===== config.mk =====
export PLATFORM = sky130hd
export DESIGN_NAME = sdram_req_responder_flat
export DESIGN_NICKNAME = d
export VERILOG_FILES = /design/src/rtl/sdram_req_responder_if.sv /design/src/rtl/sdram_req_responder.sv /design/src/flat_wrapper.sv
export SDC_FILE = /design/constraint.sdc
export NUM_CORES = 1
export LEC_CHECK = 0
export ABC_AREA = 1
export BUFFER_PORTS_ARGS = -buffer_cell sky130_fd_sc_hd__buf_2
export CORE_ASPECT_RATIO = 0.75
export CORE_MARGIN = 2
export CORE_UTILIZATION = 46
export CTS_CLUSTER_DIAMETER = 30
export CTS_CLUSTER_SIZE = 14
export DETAILED_ROUTE_END_ITERATION = 8
export GPL_ROUTABILITY_DRIVEN = 0
export PLACE_DENSITY = 0.87
export SLEW_MARGIN = 0
export SYNTH_ARGS = -nofsm -noshare
export SYNTH_HDL_FRONTEND = slang
export SYNTH_SLANG_ARGS = --single-unit
export TNS_END_PERCENT = 10

===== constraint.sdc =====
create_clock -name i_clk -period 1.64 [get_ports i_clk]
set_clock_uncertainty 0.05 [all_clocks]
set_input_delay 0 -clock i_clk [delete_from_list [all_inputs] [get_ports i_clk]]
set_output_delay 0 -clock i_clk [all_outputs]
set_load 0.02 [all_outputs]

===== src/rtl/sdram_req_responder_if.sv =====
// rtl/sdram_req_responder_if.sv - client request port and Avalon-MM master signals of the SDRAM responder
interface sdram_req_responder_if #(
   parameter int ADDR_W = 23,
   parameter int DATA_W = 32
);
   logic              req_read;
   logic              req_write;
   logic [ADDR_W-1:0] req_addr;
   logic [DATA_W-1:0] req_writedata;
   logic [DATA_W-1:0] req_readdata;
   logic              req_finished;
   logic [ADDR_W-1:0] avm_address;
   logic              avm_read;
   logic              avm_write;
   logic [DATA_W-1:0] avm_writedata;
   logic              avm_waitrequest;
   logic [DATA_W-1:0] avm_readdata;
   logic              avm_readdatavalid;

   modport slave (
      input  req_read, req_write, req_addr, req_writedata,
      input  avm_waitrequest, avm_readdata, avm_readdatavalid,
      output req_readdata, req_finished,
      output avm_address, avm_read, avm_write, avm_writedata
   );

   modport master (
      output req_read, req_write, req_addr, req_writedata,
      output avm_waitrequest, avm_readdata, avm_readdatavalid,
      input  req_readdata, req_finished,
      input  avm_address, avm_read, avm_write, avm_writedata
   );
endinterface


===== src/rtl/sdram_req_responder.sv =====
// rtl/sdram_req_responder.sv - turns a level-held client request into one Avalon-MM transaction
// Optional read timeout (parameter TIMEOUT_CYC) is built when SDRAM_TIMEOUT_EN is defined.
module sdram_req_responder #(
   parameter int ADDR_W = 23,
   parameter int DATA_W = 32
`ifdef SDRAM_TIMEOUT_EN
   ,
   parameter int TIMEOUT_CYC = 64
`endif
) (
   input  logic                  i_clk,
   input  logic                  i_rst,
   sdram_req_responder_if.slave  bus,
   output logic                  o_busy,
   output logic                  o_err
);

   typedef enum logic [2:0] {
      S_IDLE,
      S_ISSUE_RD,
      S_WAIT_RD,
      S_ISSUE_WR,
      S_DONE
   } state_t;

   state_t            state_q, state_d;
   logic [ADDR_W-1:0] addr_q, addr_d;
   logic [DATA_W-1:0] wdata_q, wdata_d;
   logic [DATA_W-1:0] rdata_q, rdata_d;
   logic              rd_q, rd_d;
   logic              wr_q, wr_d;
   logic              fin_q, fin_d;
   logic              err_q, err_d;
   logic              read_match;
   logic              write_match;

`ifdef SDRAM_TIMEOUT_EN
   localparam int TMO_W = $clog2(TIMEOUT_CYC + 1);
   logic [TMO_W-1:0]  tmo_q, tmo_d;
`endif

   // finished is only granted if the client still holds the very request we served
   assign read_match  = bus.req_read  && (bus.req_addr == addr_q);
   assign write_match = bus.req_write && (bus.req_addr == addr_q);

   always_comb begin
      state_d = state_q;
      addr_d  = addr_q;
      wdata_d = wdata_q;
      rdata_d = rdata_q;
      rd_d    = 1'b0;
      wr_d    = 1'b0;
      fin_d   = 1'b0;
      err_d   = err_q;
`ifdef SDRAM_TIMEOUT_EN
      tmo_d   = tmo_q;
`endif
      case (state_q)
         S_IDLE: begin
            if (bus.req_read) begin
               addr_d  = bus.req_addr;
               rd_d    = 1'b1;
               state_d = S_ISSUE_RD;
               if (bus.req_write) err_d = 1'b1;
            end else if (bus.req_write) begin
               addr_d  = bus.req_addr;
               wdata_d = bus.req_writedata;
               wr_d    = 1'b1;
               state_d = S_ISSUE_WR;
            end
         end
         S_ISSUE_RD: begin
`ifdef SDRAM_TIMEOUT_EN
            tmo_d = '0;
`endif
            if (bus.avm_waitrequest) rd_d = 1'b1;
            else                     state_d = S_WAIT_RD;
         end
         S_WAIT_RD: begin
            if (bus.avm_readdatavalid) begin
               rdata_d = bus.avm_readdata;
               fin_d   = read_match;
               state_d = S_DONE;
            end
`ifdef SDRAM_TIMEOUT_EN
            else if (tmo_q == TMO_W'(TIMEOUT_CYC - 1)) begin
               rdata_d = '0;
               err_d   = 1'b1;
               fin_d   = read_match;
               state_d = S_DONE;
            end else begin
               tmo_d = tmo_q + TMO_W'(1);
            end
`endif
         end
         S_ISSUE_WR: begin
            if (bus.avm_waitrequest) begin
               wr_d = 1'b1;
            end else begin
               fin_d   = write_match;
               state_d = S_DONE;
            end
         end
         S_DONE:  state_d = S_IDLE;
         default: state_d = S_IDLE;
      endcase
   end

   always_ff @(posedge i_clk) begin
      if (i_rst) begin
         state_q <= S_IDLE;
         addr_q  <= '0;
         wdata_q <= '0;
         rdata_q <= '0;
         rd_q    <= 1'b0;
         wr_q    <= 1'b0;
         fin_q   <= 1'b0;
         err_q   <= 1'b0;
`ifdef SDRAM_TIMEOUT_EN
         tmo_q   <= '0;
`endif
      end else begin
         state_q <= state_d;
         addr_q  <= addr_d;
         wdata_q <= wdata_d;
         rdata_q <= rdata_d;
         rd_q    <= rd_d;
         wr_q    <= wr_d;
         fin_q   <= fin_d;
         err_q   <= err_d;
`ifdef SDRAM_TIMEOUT_EN
         tmo_q   <= tmo_d;
`endif
      end
   end

   assign bus.avm_address   = addr_q;
   assign bus.avm_writedata = wdata_q;
   assign bus.avm_read      = rd_q;
   assign bus.avm_write     = wr_q;
   assign bus.req_readdata  = rdata_q;
   assign bus.req_finished  = fin_q;
   assign o_busy            = (state_q != S_IDLE);
   assign o_err             = err_q;

endmodule


===== src/flat_wrapper.sv =====
// flat-port wrapper written by rule: the top's interface ports become plain ports
module sdram_req_responder_flat 
#(
   parameter int ADDR_W = 23,
   parameter int DATA_W = 32

)
  (i_clk, i_rst, o_busy, o_err, bus_req_read, bus_req_write, bus_req_addr, bus_req_writedata, bus_avm_waitrequest, bus_avm_readdata, bus_avm_readdatavalid, bus_req_readdata, bus_req_finished, bus_avm_address, bus_avm_read, bus_avm_write, bus_avm_writedata);
  sdram_req_responder_if #(.ADDR_W(ADDR_W), .DATA_W(DATA_W)) bus_i ();
  input  logic i_clk;
  input  logic i_rst;
  output logic o_busy;
  output logic o_err;
  input wire logic [$bits(bus_i.req_read)-1:0] bus_req_read;
  input wire logic [$bits(bus_i.req_write)-1:0] bus_req_write;
  input wire logic [$bits(bus_i.req_addr)-1:0] bus_req_addr;
  input wire logic [$bits(bus_i.req_writedata)-1:0] bus_req_writedata;
  input wire logic [$bits(bus_i.avm_waitrequest)-1:0] bus_avm_waitrequest;
  input wire logic [$bits(bus_i.avm_readdata)-1:0] bus_avm_readdata;
  input wire logic [$bits(bus_i.avm_readdatavalid)-1:0] bus_avm_readdatavalid;
  output wire logic [$bits(bus_i.req_readdata)-1:0] bus_req_readdata;
  output wire logic [$bits(bus_i.req_finished)-1:0] bus_req_finished;
  output wire logic [$bits(bus_i.avm_address)-1:0] bus_avm_address;
  output wire logic [$bits(bus_i.avm_read)-1:0] bus_avm_read;
  output wire logic [$bits(bus_i.avm_write)-1:0] bus_avm_write;
  output wire logic [$bits(bus_i.avm_writedata)-1:0] bus_avm_writedata;
  assign bus_i.req_read = bus_req_read;
  assign bus_i.req_write = bus_req_write;
  assign bus_i.req_addr = bus_req_addr;
  assign bus_i.req_writedata = bus_req_writedata;
  assign bus_i.avm_waitrequest = bus_avm_waitrequest;
  assign bus_i.avm_readdata = bus_avm_readdata;
  assign bus_i.avm_readdatavalid = bus_avm_readdatavalid;
  assign bus_req_readdata = bus_i.req_readdata;
  assign bus_req_finished = bus_i.req_finished;
  assign bus_avm_address = bus_i.avm_address;
  assign bus_avm_read = bus_i.avm_read;
  assign bus_avm_write = bus_i.avm_write;
  assign bus_avm_writedata = bus_i.avm_writedata;
  sdram_req_responder #(.ADDR_W(ADDR_W), .DATA_W(DATA_W)) u_core (.i_clk(i_clk), .i_rst(i_rst), .bus(bus_i), .o_busy(o_busy), .o_err(o_err));
endmodule

After elaboration in Yosys (flattened, before gate mapping)
Index checks and enable logic that the tools add are counted.
Storage, ports and cells
  input port bits: 93
  logic and storage cells: 44
  bits in registers: 94
  output and inout bits: 92
Operators by class
  bitwise logic cells: 1
  eq/ne operators: 8
  reductions and logical operators: 10
  mux-type cells: 17
Operators by type and width (number)
  23-bit two-way mux: 2
  23-bit == test: 1
  3-bit two-way mux: 5
  3-bit one-hot mux with 4 select lines: 1
  3-bit by 2-bit == test with 1-bit output, second input constant: 2
  1-bit two-way mux: 6
  2-bit inequality test, second input constant: 3
  1-bit one-hot mux with 2 select lines: 3
  3-bit AND reduction: 2
  2-bit AND reduction: 2
  4-bit AND reduction: 1
  3-bit by 1-bit == test with 1-bit output, second input constant: 1
  3-bit logical NOT: 1
  3-bit inequality test, second input constant: 1
  3-bit nonzero test: 1
  1-bit logical AND: 2
  2-bit nonzero test: 1
  1-bit inverter: 1

Depth between registers and ports, before layout
Gate-level depths: netlist of the first run.
  depth in word-level cells: 4
  gate-level depth with buffers: 9
  depth with buffers taken out: 8

Worst setup path after synthesis of the first run
Ideal clock, no wire load.
  kind: register to register
  start point: register u_core.state_q[2]
  end point: register u_core.addr_q[12], in the netlist u_core.bus.avm_address[12]
  arrival: 1125 ps
  library setup time: 113 ps
  period minus slack after synthesis: 1288 ps
  cell stages (with the launch flop): 9
  required time: 1477 ps
  buffers on the path: 2
  path slack: 352 ps
  cell sequence: dfxtp_1 > nor2_4 > nand2_2 > inv_2 > o21ai_2 > buf_6 > buf_4 > nor2_1 > nor2_1
Between the ends
  cells in the longest elaborated chain, start to end: 2
Ends and longest elaborated chain
  from (decl): RTL line sdram_req_responder.sv:26  | state_t state_q, state_d;
  from (signal assigned): RTL line sdram_req_responder.sv:123  | state_q <= state_d;
  3-bit logical NOT: RTL line sdram_req_responder.sv:58  | case (state_q)
  2-bit AND reduction (no source line)
  to (signal assigned): RTL line sdram_req_responder.sv:124  | addr_q <= addr_d;
  to (decl): RTL line sdram_req_responder.sv:27  | logic [ADDR_W-1:0] addr_q, addr_d;
Every way passes these cells.
A chain may end at the register's enable or synchronous reset.

Final worst setup path of the first run
  start point: register u_core.state_q[2]
  end point: register u_core.wdata_q[11], in the netlist u_core.bus.avm_writedata[11]
Between the ends
  cells in the longest elaborated chain, start to end: 2
Ends and longest elaborated chain
  3-bit logical NOT: RTL line sdram_req_responder.sv:58
  3-bit AND reduction (no source line)
  to (signal assigned): RTL line sdram_req_responder.sv:125  | wdata_q <= wdata_d;
  to (decl): RTL line sdram_req_responder.sv:28  | logic [DATA_W-1:0] wdata_q, wdata_d;
Every way passes these cells.

==> impl_results.md, run 1 <==
* XOR/XNOR share of the synthesized area at 0%
* Final worst slack at between 0.1 and 0.15 ns
* Final Hold Viols at 0
* DP HPWL at between 7 and 8 mm
* Final cell count without fillers at a little under 1,000
* GRT met1 Usage at about 30%
* Crit path from: u_core.state_q[2]
* Fill cell count at about 620
* Die width at about 110 um
* WP buf/inv at 2
* CP arrival at around 1.7 ns
* Sequential cell area at between 1500 and 2000 um^2
* Post-Synth Adder-Cell Area at 0%
* FF-to-FF End: u_core.bus.avm_writedata[11]
* CTS tree: yes
* Syn Nets at about 670
* Post-Syn Instances at a little under 600
* Multi-input gate area at 1580 um^2
* Clock Pin Slew Worst Setup and Hold Paths at around 0.06 ns
* Number of synthesized register bits at 94
* DRC viols at 0
* Slew Viols, Final at 0
* Number of DRC markers in iteration 0 at roughly 330
* Worst-skew pair later-pin latency at about 0.33 ns
* Routed Antenna Nets at 0
* Mapped cell area at roughly 4000 um^2
* DIE AREA at between 9000 and 10,000 um^2
* Num CTS Buffers at 9
* Worst reg2reg path depth at 7
* Slowest cell on crit path: dfxtp_1
* Tmin final at 1.54 ns
* Grt ovf at 0
* Max_slew headroom at ~62%
* RSZ-0062 raised after global routing: no
* Setup crit end: u_core.bus.avm_writedata[11]
* Pin slew with the least headroom to its limit at 0.564 ns
* Initial Utilization at roughly 47%
* Worst Setup Path Type: flop to flop
* Final Power at between 7 and 8 mW
* First-pass detailed-route iteration total at 5
* Die H at 84.1 um
* Net count, final at ~940
* Leak Pwr at 3.20 nW
* Peak VDD IR at between 0.9 and 1 mV
* Status: finished clean
* Routed WL per cell at between 10 and 15 um
* Clock Path Buffers at 2
* Met2 Track Usage GR at between 40% and 50%
* I/O Pins at approximately 190
* Worst r2r src: u_core.state_q[2]
* Placed cells at about 860
* Simple-gate share of the synthesized area at between 20% and 30%
* Synth cell types at 21
* ANT cells at 0
* Vias at 4,517
* Clk root buf: clkbuf_16
* Crit end category: flop
* All-Layer GR Usage at a little over a quarter
* Total wire length at about 12 mm
* Synth Area in Compound Gates at 13.5%
* Met3 Usage GRT at 7.55%
* Htree depth at 3
* Worst hold path class: input port to flop
* Vias in the first global route at about 4,400
* Critical path depth in cells at 7
* Crit path cell chain: nor2_4 -> nand2_2 -> inv_2 -> nand3_2 -> buf_4 -> o21ai_0 -> nor2_1
* IO Port Bufs at between 150 and 200
* Final setup TNS at 0 ns
* Top Usage Layer GRT: met2
* Crit Path Max Fanout at 15
* Setup-failing EPs final at 0
* Worst Setup Start Kind: flop
* Setup Buffers After CTS at 0
* Power Density at between 1000 and 1500 nW/um^2
* FP Rows at 29
* Crit-path leading delay family: simple AND/OR/NAND/NOR gates
* Vias/cell at 4.69
* Fin crit share at a little over nine tenths
* Crit path largest cell delay at between 0.3 and 0.4 ns
* Register area share after synthesis at a little under half
* Layout Area Growth over Synthesis at 57.5%
* Dpl ws at between 0.15 and 0.2 ns
* Max Clock Freq at around 0.65 GHz
* Antenna violations before repair at 0
* Reg2Reg Setup Slack at just over 0.1 ns
* Total clock sinks at 94
* Share of layout cells above drive strength 1 at 26.1%
* Ys Warns at 0
* Syn avg cell area at just under 7 um^2
* Main combinational cell family by area after synthesis: simple AND/OR/NAND/NOR gates
* CP required at approximately 1.8 ns
* Max Cap Viol at 0
* Core area at roughly 8400 um^2
* Largest net degree at the start of global routing at 35
* First-pass GRT wire length at approximately 20 mm
* Fraction of synthesized area in multiplexers at 0%
-- state kept, by name, indices dropped and copies added (netlist names) --
name,cells
u_core.bus.avm_address,23
u_core.bus.avm_write,1
u_core.bus.avm_writedata,32
u_core.bus.avm_read,1
u_core.bus.req_finished,1
u_core.state_q,3
u_core.bus.req_readdata,32
u_core.o_err,1
-- final cells by class --
class / count / share of cell area [%]
flip-flops and latches: 94 / 30.4
well taps: 108 / 2.18
clock inverters: 5 / 0.930
inverters: 90 / 5.46
repair buffers: 286 / 31.5
multi-input cells: 370 / 25.5
clock buffers: 11 / 4.08
-- worst register-to-register path: stages, from the launching register on --
cell	delay, ns
dfxtp_1	0.34
nor2_4	0.14
nand2_2	0.09
inv_2	0.11
nand3_2	0.13
buf_4	0.21
o21ai_0	0.25
nor2_1	0.09
-- cells by family after synthesis --
logic type | count (synthesis)
simple gates | 265
buf+inv | 117
compound gates | 105
flops | 94
-- power breakdown --
group / total [mW] / switching (mW) / internal [mW]
registers: 2.89 / 0.235 / 2.65
logic: 2.41 / 1.49 / 0.924
clock network: 2.12 / 0.859 / 1.26
total: 7.42 / 2.58 / 4.84
-- placed cells by master, fill, tap and decap left out --
cell / netlist / routed
nand3_1: 8 / 7
o21a_1: 1 / 1
nand3_2: 1 / 2
nor2_1: 126 / 126
nand2_1: 124 / 124
nand4_1: 1 / 1
nor2_4: 1 / 1
a21oi_1: 35 / 35
o21ai_0: 68 / 68
and2_1: 1 / 1
o21ai_4: 0 / 1
dfxtp_2: 0 / 1
nand3b_1: 1 / 1
buf_2: 10 / 184
dlygate4sd3_1: 0 / 89
clkinvlp_4: 0 / 3
buf_12: 0 / 3
nor3_1: 1 / 1
buf_4: 5 / 10
clkbuf_8: 0 / 2
nand2_2: 1 / 1
dfxtp_1: 94 / 93
inv_2: 4 / 4
clkbuf_16: 0 / 9
bufinv_16: 0 / 1
inv_1: 86 / 86
clkinv_2: 0 / 1
-- worst min-delay path by stage --
stage	from	end	slack [ns]	cells after the start
finish	bus_req_read	u_core.state_q[1]	0.03	4
detailed placement	bus_req_writedata[26]	u_core.bus.avm_writedata[26]	0.20	3
CTS	bus_req_read	u_core.state_q[1]	0.01	4
floorplan	i_rst	u_core.bus.avm_read	0.02	1
global placement	i_rst	u_core.bus.avm_read	0.19	2
global route	bus_req_read	u_core.state_q[1]	0.05	4
-- metrics by stage --
step | util, % | hold slack, ns | instance area, um^2
after floorplan | - | 0.0191 | 3930
after global placement | 59.5 | 0.195 | 4990
after detailed placement | 59.5 | 0.204 | 4990
after CTS | 73.8 | 0.0126 | 6190
after global routing | 73.8 | 0.0521 | 6190
final | 73.8 | 0.0299 | 6190
-- cell usage after synthesis, drive strengths merged --
master | number | area [um^2]
a21oi | 35 | 175
and2 | 1 | 6.26
buf | 17 | 110
clkbuf | 10 | 37.5
dfxtp | 94 | 1880
inv | 90 | 338
nand2 | 125 | 472
nand3 | 9 | 50.1
nand3b | 1 | 7.51
nand4 | 1 | 6.26
nor2 | 127 | 484
nor3 | 1 | 5.00
o21a | 1 | 7.51
o21ai | 69 | 349
-- metal layers --
layer | wire, um | up-vias
met5 | 0 | -
met4 | 478 | 0
met3 | 822 | 44
met2 | 6140 | 185
met1 | 4980 | 1989
li1 | - | 2299
-- repair_timing --
action / in CTS / in global routing
gates resized for setup: 0 / 1
endpoints found under the hold margin: 90 / 0
setup endpoints to repair: 0 / 1
hold buffers: 89 / 0
Power figures use the tool's default switching activity.
==> run 2, diff against run 1 <==
--- a/config.mk
+++ b/config.mk
@@ -9,12 +9,12 @@
 export BUFFER_PORTS_ARGS = -buffer_cell sky130_fd_sc_hd__buf_2
 export CORE_ASPECT_RATIO = 0.75
 export CORE_MARGIN = 2
-export CORE_UTILIZATION = 46
+export CORE_UTILIZATION = 50
 export CTS_CLUSTER_DIAMETER = 30
 export CTS_CLUSTER_SIZE = 14
 export DETAILED_ROUTE_END_ITERATION = 8
 export GPL_ROUTABILITY_DRIVEN = 0
-export PLACE_DENSITY = 0.87
+export PLACE_DENSITY = 0.93
 export SLEW_MARGIN = 0
 export SYNTH_ARGS = -nofsm -noshare
 export SYNTH_HDL_FRONTEND = slang
==> constraint.sdc (replaced) <==
create_clock -name i_clk -period 1.8 [get_ports i_clk]
set_clock_uncertainty 0.05 [all_clocks]
set_input_delay 0 -clock i_clk [delete_from_list [all_inputs] [get_ports i_clk]]
set_output_delay 0 -clock i_clk [all_outputs]
set_load 0.02 [all_outputs]
==> run 2 against run 1 <==
Design area shrank 3.3%. Worst setup slack is essentially flat. Largest cell class is now flip-flops and latches. Register-to-register slack gained 0.03 ns. Cell count shrank 1.3%. Sequential cell count is the same. Via count grew 5.5%. Sequential power shrank 8.3%. Count of clock-buffer cells in the layout shrank 1. Routed wire length grew 14%. Utilization grew 6.3 points. Power shrank 17%. Global-route usage grew 5.7 points.
==> impl_results.md, run 2 (synthesis results as in run 1) <==
* Status: finished clean
* Vias in the first global route at ~4,800
* FP Rows at 27
* CP required at around 2.0 ns
* Core area at 7470 um^2
* All-Layer GR Usage at about a third
* Clk root buf: clkbuf_8
* RSZ-0062 raised after global routing: no
* Worst Setup Path Type: input port to flop
* DIE AREA at roughly 8600 um^2
* Antenna violations before repair at 0
* Dpl ws at about 0.27 ns
* Leak Pwr at a little over 3 nW
* Vias at around 4,800
* Grt ovf at 0
* Final setup TNS at 0 ns
* Commonest non-fill, non-tap cell in the layout: buf_2
* Power Density at 1030 nW/um^2
* Max Clock Freq at just under 0.6 GHz
* Worst-skew pair later-pin latency at 0.35 ns
* Final Hold Viols at 0
* Worst hold path class: input port to flop
* Setup-failing EPs final at 0
* Final cell count without fillers at 951
* Total wire length at roughly 14 mm
* Largest net degree at the start of global routing at 65
* Fill cell count at approximately 500
* Clock Pin Slew Worst Setup and Hold Paths at 0.09 ns
* Tmin final at approximately 1.7 ns
* ANT cells at 0
* Routed WL per cell at about 15 um
* Share of layout cells above drive strength 1 at about a quarter
* Placed cells at approximately 840
* Layout Area Growth over Synthesis at 52.2%
* Worst Setup Start Kind: input port
* Multi-input gate area at roughly 1600 um^2
* Max_slew headroom at between 20 and 30%
* DP HPWL at between 7 and 8 mm
* Die width at approximately 110 um
* Crit Path Max Fanout at 47
* Final worst slack at around 0.10 ns
* IO Port Bufs at 184
* Pin slew with the least headroom to its limit at between 1 and 1.5 ns
* First-pass detailed-route iteration total at 5
* Num CTS Buffers at 9
* Vias/cell at 5.01
* Max Cap Viol at 0
* Slew Viols, Final at 0
* # resized after CTS at 0
* Peak VDD IR at about 0.61 mV
* Total clock sinks at between 90 and 100
* Routed Antenna Nets at 0
* I/O Pins at 185
* Crit end category: flop
* Die H at just over 80 um
* Net count, final at 938
* Fin crit share at a little over nine tenths
* First-pass GRT wire length at between 20 and 25 mm
* Initial Utilization at 52.6%
* DRC viols at 0
* Clock Path Buffers at 2
* CTS tree: yes
* CP arrival at 1.90 ns
* Number of DRC markers in iteration 0 at around 310
* Htree depth at 3
* Most frequent cells in the layout: buf_2, nor2_1, nand2_1
* Sequential cell area at roughly 1900 um^2
[run 2: cell types whose count changed in the layout (fill, tap and decap cells not counted), moves of 2 or more]
cell	previous run	this run
clkbuf_16	9	0
clkbuf_8	2	9
buf_4	10	4
inv_6	0	4
clkinvlp_4	3	0
buf_12	3	1
dlygate4sd3_1	89	91
[run 2: repair_timing]
action / in CTS / in global routing
setup buffers: 0 / 0
hold buffers: 91 / 0
hold endpoints to repair: 91 / 0
[run 2: final cells by class]
cell class,instances,area share (%)
flip-flops and latches,94,31.5
multi-input cells,370,26.3
clock buffers,10,2.13
inverters,90,5.65
repair buffers,280,31.5
well taps,101,2.11
clock inverters,6,0.858
[run 2: path summary, 6_finish.rpt]
path / cells past startpoint / from / slack, ns / to
setup reg to reg: 7 / u_core.state_q[0] / 0.13 / u_core.bus.avm_writedata[24]
hold reg to reg: 2 / u_core.bus.req_readdata[2] / 0.41 / u_core.bus.req_readdata[2]
hold / removal: 4 / bus_req_write / 0.08 / u_core.o_err
setup / recovery: 5 / bus_req_read / 0.10 / u_core.bus.avm_address[16]
[run 2: worst max-delay path, stage by stage]
cell,delay [ns]
dlygate4sd3_1,0.53
buf_2,0.16
o21ai_4,0.85
o21ai_0,0.16
and2_1,0.18
[run 2: report_power, final]
part / switching, mW / leakage (nW) / internal [mW]
clock: 0.775 / 0.0940 / 0.531
combinational: 1.42 / 2.25 / 0.794
sequential: 0.237 / 0.771 / 2.42
[run 2: stage by stage]
stage | util, % | cell area, um^2 | hold WS, ns | total power [mW]
final | 80.1 | 5980 | 0.0800 | 6.17
after CTS | 80.1 | 5980 | 0.0509 | 6.08
after floorplan | - | 3930 | 0.0191 | 4.01
after detailed placement | 65.5 | 4890 | 0.188 | 4.63
after global placement | 65.5 | 4890 | 0.186 | 4.52
after global routing | 80.1 | 5980 | 0.0707 | 6.53
[run 2: routing by layer]
metal,GRT usage (%),vias to the layer above,share of wire (%)
li1,-,2285,-
met2,62.4,270,51
met5,0,-,0
met3,9.55,54,8.6
met1,34.7,2156,37
met4,14.2,0,3.2
